File: src/rtl/adc_pkg.sv
// Shared constants for the sine-tone ADC stand-in.
// SINE_LUT[k] = round(128 + 127*sin(2*pi*k/256)), stored as offset-binary codes.
package adc_pkg;

  localparam int unsigned LUT_DEPTH = 256;
  localparam int unsigned SAMPLE_W  = 8;
  localparam int unsigned PHASE_W   = 16;

  localparam logic [SAMPLE_W-1:0] SINE_LUT [0:LUT_DEPTH-1] = '{
    8'd128, 8'd131, 8'd134, 8'd137, 8'd140, 8'd144, 8'd147, 8'd150,
    8'd153, 8'd156, 8'd159, 8'd162, 8'd165, 8'd168, 8'd171, 8'd174,
    8'd177, 8'd179, 8'd182, 8'd185, 8'd188, 8'd191, 8'd193, 8'd196,
    8'd199, 8'd201, 8'd204, 8'd206, 8'd209, 8'd211, 8'd213, 8'd216,
    8'd218, 8'd220, 8'd222, 8'd224, 8'd226, 8'd228, 8'd230, 8'd232,
    8'd234, 8'd235, 8'd237, 8'd239, 8'd240, 8'd241, 8'd243, 8'd244,
    8'd245, 8'd246, 8'd248, 8'd249, 8'd250, 8'd250, 8'd251, 8'd252,
    8'd253, 8'd253, 8'd254, 8'd254, 8'd254, 8'd255, 8'd255, 8'd255,
    8'd255, 8'd255, 8'd255, 8'd255, 8'd254, 8'd254, 8'd254, 8'd253,
    8'd253, 8'd252, 8'd251, 8'd250, 8'd250, 8'd249, 8'd248, 8'd246,
    8'd245, 8'd244, 8'd243, 8'd241, 8'd240, 8'd239, 8'd237, 8'd235,
    8'd234, 8'd232, 8'd230, 8'd228, 8'd226, 8'd224, 8'd222, 8'd220,
    8'd218, 8'd216, 8'd213, 8'd211, 8'd209, 8'd206, 8'd204, 8'd201,
    8'd199, 8'd196, 8'd193, 8'd191, 8'd188, 8'd185, 8'd182, 8'd179,
    8'd177, 8'd174, 8'd171, 8'd168, 8'd165, 8'd162, 8'd159, 8'd156,
    8'd153, 8'd150, 8'd147, 8'd144, 8'd140, 8'd137, 8'd134, 8'd131,
    8'd128, 8'd125, 8'd122, 8'd119, 8'd116, 8'd112, 8'd109, 8'd106,
    8'd103, 8'd100, 8'd97,  8'd94,  8'd91,  8'd88,  8'd85,  8'd82,
    8'd79,  8'd77,  8'd74,  8'd71,  8'd68,  8'd65,  8'd63,  8'd60,
    8'd57,  8'd55,  8'd52,  8'd50,  8'd47,  8'd45,  8'd43,  8'd40,
    8'd38,  8'd36,  8'd34,  8'd32,  8'd30,  8'd28,  8'd26,  8'd24,
    8'd22,  8'd21,  8'd19,  8'd17,  8'd16,  8'd15,  8'd13,  8'd12,
    8'd11,  8'd10,  8'd8,   8'd7,   8'd6,   8'd6,   8'd5,   8'd4,
    8'd3,   8'd3,   8'd2,   8'd2,   8'd2,   8'd1,   8'd1,   8'd1,
    8'd1,   8'd1,   8'd1,   8'd1,   8'd2,   8'd2,   8'd2,   8'd3,
    8'd3,   8'd4,   8'd5,   8'd6,   8'd6,   8'd7,   8'd8,   8'd10,
    8'd11,  8'd12,  8'd13,  8'd15,  8'd16,  8'd17,  8'd19,  8'd21,
    8'd22,  8'd24,  8'd26,  8'd28,  8'd30,  8'd32,  8'd34,  8'd36,
    8'd38,  8'd40,  8'd43,  8'd45,  8'd47,  8'd50,  8'd52,  8'd55,
    8'd57,  8'd60,  8'd63,  8'd65,  8'd68,  8'd71,  8'd74,  8'd77,
    8'd79,  8'd82,  8'd85,  8'd88,  8'd91,  8'd94,  8'd97,  8'd100,
    8'd103, 8'd106, 8'd109, 8'd112, 8'd116, 8'd119, 8'd122, 8'd125
  };

  // Table address is the top byte of the phase accumulator.
  function automatic logic [7:0] lut_index(input logic [PHASE_W-1:0] phase);
    return phase[PHASE_W-1 -: 8];
  endfunction

endpackage

File: src/rtl/adc_divider.sv
// Conversion-rate divider: free-running 0..MW-1 counter, tick on the last count.
module adc_divider #(
  parameter int unsigned MW = 5000
) (
  input  logic clk,
  input  logic nrst,
  output logic tick
);

  localparam logic [15:0] LAST = 16'(MW - 1);

  logic [15:0] cnt;

  always_ff @(posedge clk or negedge nrst) begin
    if (!nrst) begin
      cnt <= '0;
    end else if (cnt == LAST) begin
      cnt <= '0;
    end else begin
      cnt <= cnt + 16'd1;
    end
  end

  assign tick = (cnt == LAST);

endmodule

File: src/rtl/adc.sv
// Sine-tone ADC stand-in: phase accumulator + LUT, one conversion per MW cycles,
// delivered through a single-entry valid/ready output register.
module adc
  import adc_pkg::*;
#(
  parameter int unsigned          MW        = 5000,
  parameter logic [PHASE_W-1:0]   PHASE_INC = 16'd1024
) (
  input  logic                clk,
  input  logic                nrst,
  input  logic                ready,
  output logic                valid,
  output logic [SAMPLE_W-1:0] sample
);

  logic                tick;
  logic                xfer;
  logic [PHASE_W-1:0]  phase;
  logic [SAMPLE_W-1:0] conv;

  adc_divider #(.MW(MW)) u_divider (
    .clk  (clk),
    .nrst (nrst),
    .tick (tick)
  );

  assign xfer = valid & ready;
  assign conv = SINE_LUT[lut_index(phase)];

  // Phase advances on every tick, even when the conversion is discarded.
  always_ff @(posedge clk or negedge nrst) begin
    if (!nrst) begin
      phase <= '0;
    end else if (tick) begin
      phase <= phase + PHASE_INC;
    end
  end

  always_ff @(posedge clk or negedge nrst) begin
    if (!nrst) begin
      valid  <= 1'b0;
      sample <= '0;
    end else if (tick && (!valid || xfer)) begin
      valid  <= 1'b1;
      sample <= conv;
    end else if (xfer) begin
      valid  <= 1'b0;
    end
  end

endmodule

File: config.mk
export PLATFORM = sky130hd
export DESIGN_NAME = adc
export DESIGN_NICKNAME = d
export VERILOG_FILES = /design/src/rtl/adc_pkg.sv /design/src/rtl/adc_divider.sv /design/src/rtl/adc.sv
export SDC_FILE = /design/constraint.sdc
export NUM_CORES = 1
export LEC_CHECK = 0
export BUFFER_PORTS_ARGS = -buffer_cell sky130_fd_sc_hd__buf_2
export CAP_MARGIN = 25
export CORE_UTILIZATION = 45
export DETAILED_ROUTE_END_ITERATION = 10
export HOLD_SLACK_MARGIN = 0.05
export PLACE_DENSITY_LB_ADDON = 0.3
export SETUP_SLACK_MARGIN = 0.1
export SLEW_MARGIN = 20
export SYNTH_ARGS = -nofsm -noshare
export SYNTH_HDL_FRONTEND = slang
export SYNTH_SLANG_ARGS = --single-unit
File: constraint.sdc
create_clock -name clk -period 2.88 [get_ports clk]
set_input_delay 0.144 -clock clk [delete_from_list [all_inputs] [get_ports clk]]
set_output_delay 0.144 -clock clk [all_outputs]
set_load 0.02 [all_outputs]
==> flow_summary.toml <==
[outcome]
status = "finished, violations left"
failed_checks = "DRC"

[min_path]
min-delay-path-class = "in2reg"

[setup_path]
crit_path_start_kind = "register"
criticalPathCategory = "reg2reg"
rrSetupSlack_ns = 0.47
arrival_ns = 2.58
end_kind = "register"
crit_fanout = 16
crit_required_ns = 3.05

[sta]
setup_viol = 0
finalCriticalPeriod_ns = 2.415
fin_crit_sh_pct = 83.84
finClkSkew_ns = 0.006978
slew_headroom_pct = 46.86
whs_ns = 0.2278
fmax_mhz = 414.1
slew_violations = 0
hold_viol = 0
worst_pin_slew_ns = 0.7972
rsz0062_at_grt = "no"
tns_ns = 0

[power_and_ir_drop]
swShare_pct = 20.98
pwr-share-clk_pct = 49.3
p_int_mw = 0.6946
leakage_nw = 0.9914
power_mw = 0.8790
power-per-cell-area_mw_per_mm2 = 375.7
combPwrFrac_pct = 1.1
p_seq_share_pct = 49.5
p_sw_mw = 0.1845
max-vdd-ir-drop_v = 0.0001576

[routing]
num_vias = 1753
firstDrtPassIters = 8
detail-route-antenna-nets = 0
wirelength_mm = 4.489
drt_iter0_markers = 248
vias_per_cell = 5.883
wl_per_cell_um = 15.06
drc_errors = 6

[global_route]
overflow = 0
grt_use_met1_pct = 32.10
use_met3_pct = 4.701
met2_usage_pct = 27.62
grt_max_degree = 32
first_global_vias = 1600
grt_pass1_wl_mm = 7.997
antenna_found_initial = 0
grt.busiest_layer = "met1"
grt_use_total_pct = 20.37

[logic_synthesis]
yosysTopAreaCellShare_pct = 36.60
synthCells = 238
yosys_warnings = 0
synth_flop_cell = "dfrtp_1"
syn_avg_cell_area_um2 = 8.906
ys_top_cells_by_area = "dfrtp_1 37%, ha_1 5.9%, xnor2_1 5.0%"
synth_edf_count = 0
yosysUniqueCellTypes = 54
yosysTopAreaCell = "dfrtp_1"
synth.cell_area_mm2 = 0.002120
syn-num-nets = 251
ys_ff_latch = 31
synthArstFlopShare_pct = 100.0
yosysSeqAreaShare_pct = 36.60

[finish]
diodes = 0
multi_input_area_mm2 = 0.001250
layout-drive-gt1-share_pct = 13.82
ff_latch_area_um2 = 775.7
synthToLayoutAreaGrowth_pct = 10.39
fill_cells = 440
nets = 258

[floorplanning]
chipWidth_um = 70.63
dieArea_mm2 = 0.004989
initial_utilization_pct = 47.69
rows = 24
ios = 12
core_region_area_mm2 = 0.004444
die_height_um = 70.63

[placed_design]
gp_congestion = 0.8320
port_buffers = 11
dp_hpwl_mm = 3.064

[clocking]
htreeDepth = 2
clk_pin_slew_ns = 0.07
cts_buffers = 5
cts_tree = "done"
root_buffer = "clkbuf_8"
cts_post_setup_buffers_inserted = 0
cts_buffer_depth = 2
clock_latency_ns = 0.29
cts.sink_count = 31

[run]
cap_violations = 0
-- critical path, stage by stage, from the launching register on --
cell,delay (ns)
dfrtp_1,0.41
ha_1,0.29
or4b_1,0.52
nor4_4,0.27
nand2_2,0.22
and2_0,0.22
or3_1,0.36
-- sequential cells by signal, indices dropped and copies added (netlist names) --
register,count
u_divider.cnt,16
sample,8
phase,6
valid,1
-- cell families after synthesis --
kind of cell	after synthesis	synth area share, %
AND/OR/NAND/NOR	86	22.43
XOR/XNOR	19	7.851
multiplexers	4	3.129
adder cells (fa/ha/maj)	10	5.903
buffers and inverters	25	4.427
flip-flops	31	36.60
AO/OA/AOI/OAI	63	19.66
-- cell usage after synthesis, types with 2 or more instances --
cell type,number
nand2b_1,8
and3_1,5
o221ai_1,2
a211oi_1,4
a21oi_1,11
a211o_1,2
nor2_1,15
a311oi_1,2
nand2_1,20
mux4_2,2
nand3_1,10
nand4_1,5
and2_0,2
o31ai_1,2
o22ai_1,2
clkbuf_1,18
inv_1,6
xor2_1,7
nor2b_1,6
a221oi_1,2
xnor2_1,12
or3_1,2
ha_1,10
and4_1,2
a21boi_0,3
a31oi_1,4
o21ai_0,17
dfrtp_1,31
-- power by group through the flow --
stage / clock [mW] / combinational [mW] / sequential, mW
floorplan: 0 / 0.000200 / 0.444
global placement: 0 / 0.00973 / 0.444
detailed placement: 0 / 0.00997 / 0.444
CTS: 0.443 / 0.0110 / 0.435
global route: 0.457 / 0.0125 / 0.435
finish: 0.434 / 0.0101 / 0.435
-- repair_timing --
action	4_1_cts	5_1_grt
setup endpoints to repair	0	0
hold buffers	1	0
hold endpoints to repair	31	0
resized for setup	0	0
-- routing by layer --
metal | share of wire (%) | routed length, um | up-vias
met5 | 0 | 0 | -
met4 | 1.1 | 51 | 0
met3 | 8.5 | 382 | 7
met2 | 40 | 1795 | 66
met1 | 50 | 2260 | 810
li1 | - | - | 870
-- metrics by stage --
step | std cells | util [%] | setup slack, ns | cell area [um2]
after floorplan | 238 | - | 0.5946 | 2120
after global placement | 289 | 49.89 | 0.5449 | 2217
after detailed placement | 289 | 49.89 | 0.4809 | 2217
after CTS | 298 | 52.65 | 0.4486 | 2340
after global routing | 298 | 52.65 | 0.3008 | 2340
final | 298 | 52.65 | 0.4653 | 2340
-- cells in the final DEF, fill, tap and decap left out, drive strengths merged, types with 6 or more instances in the layout --
| cell | instances |
|---|---|
| a21oi | 11 |
| buf | 17 |
| dfrtp | 31 |
| ha | 10 |
| inv | 6 |
| nand2 | 21 |
| nand2b | 8 |
| nand3 | 10 |
| nor2 | 15 |
| nor2b | 6 |
| o21ai | 17 |
| xnor2 | 12 |
| xor2 | 7 |
-- layout make-up --
type	count	share of cell area [%]
multi-input combinational	182	53.42
sequential	31	33.16
timing repair buffer	18	4.706
clock buffer	5	2.941
tap	52	2.781
clock inverter	3	1.872
inverter	7	1.123
-- worst paths after layout --
path | start | endpoint | cells past startpoint
setup / recovery | u_divider.cnt[0] | sample[1] | 6
hold / removal | ready | valid | 3
setup reg to reg | u_divider.cnt[0] | sample[1] | 6
hold reg to reg | u_divider.cnt[15] | u_divider.cnt[15] | 1
max in group asynchronous | nrst | sample[2] | 2
min in group asynchronous | nrst | u_divider.cnt[2] | 2
No activity file was read; power rests on OpenSTA's default activity.
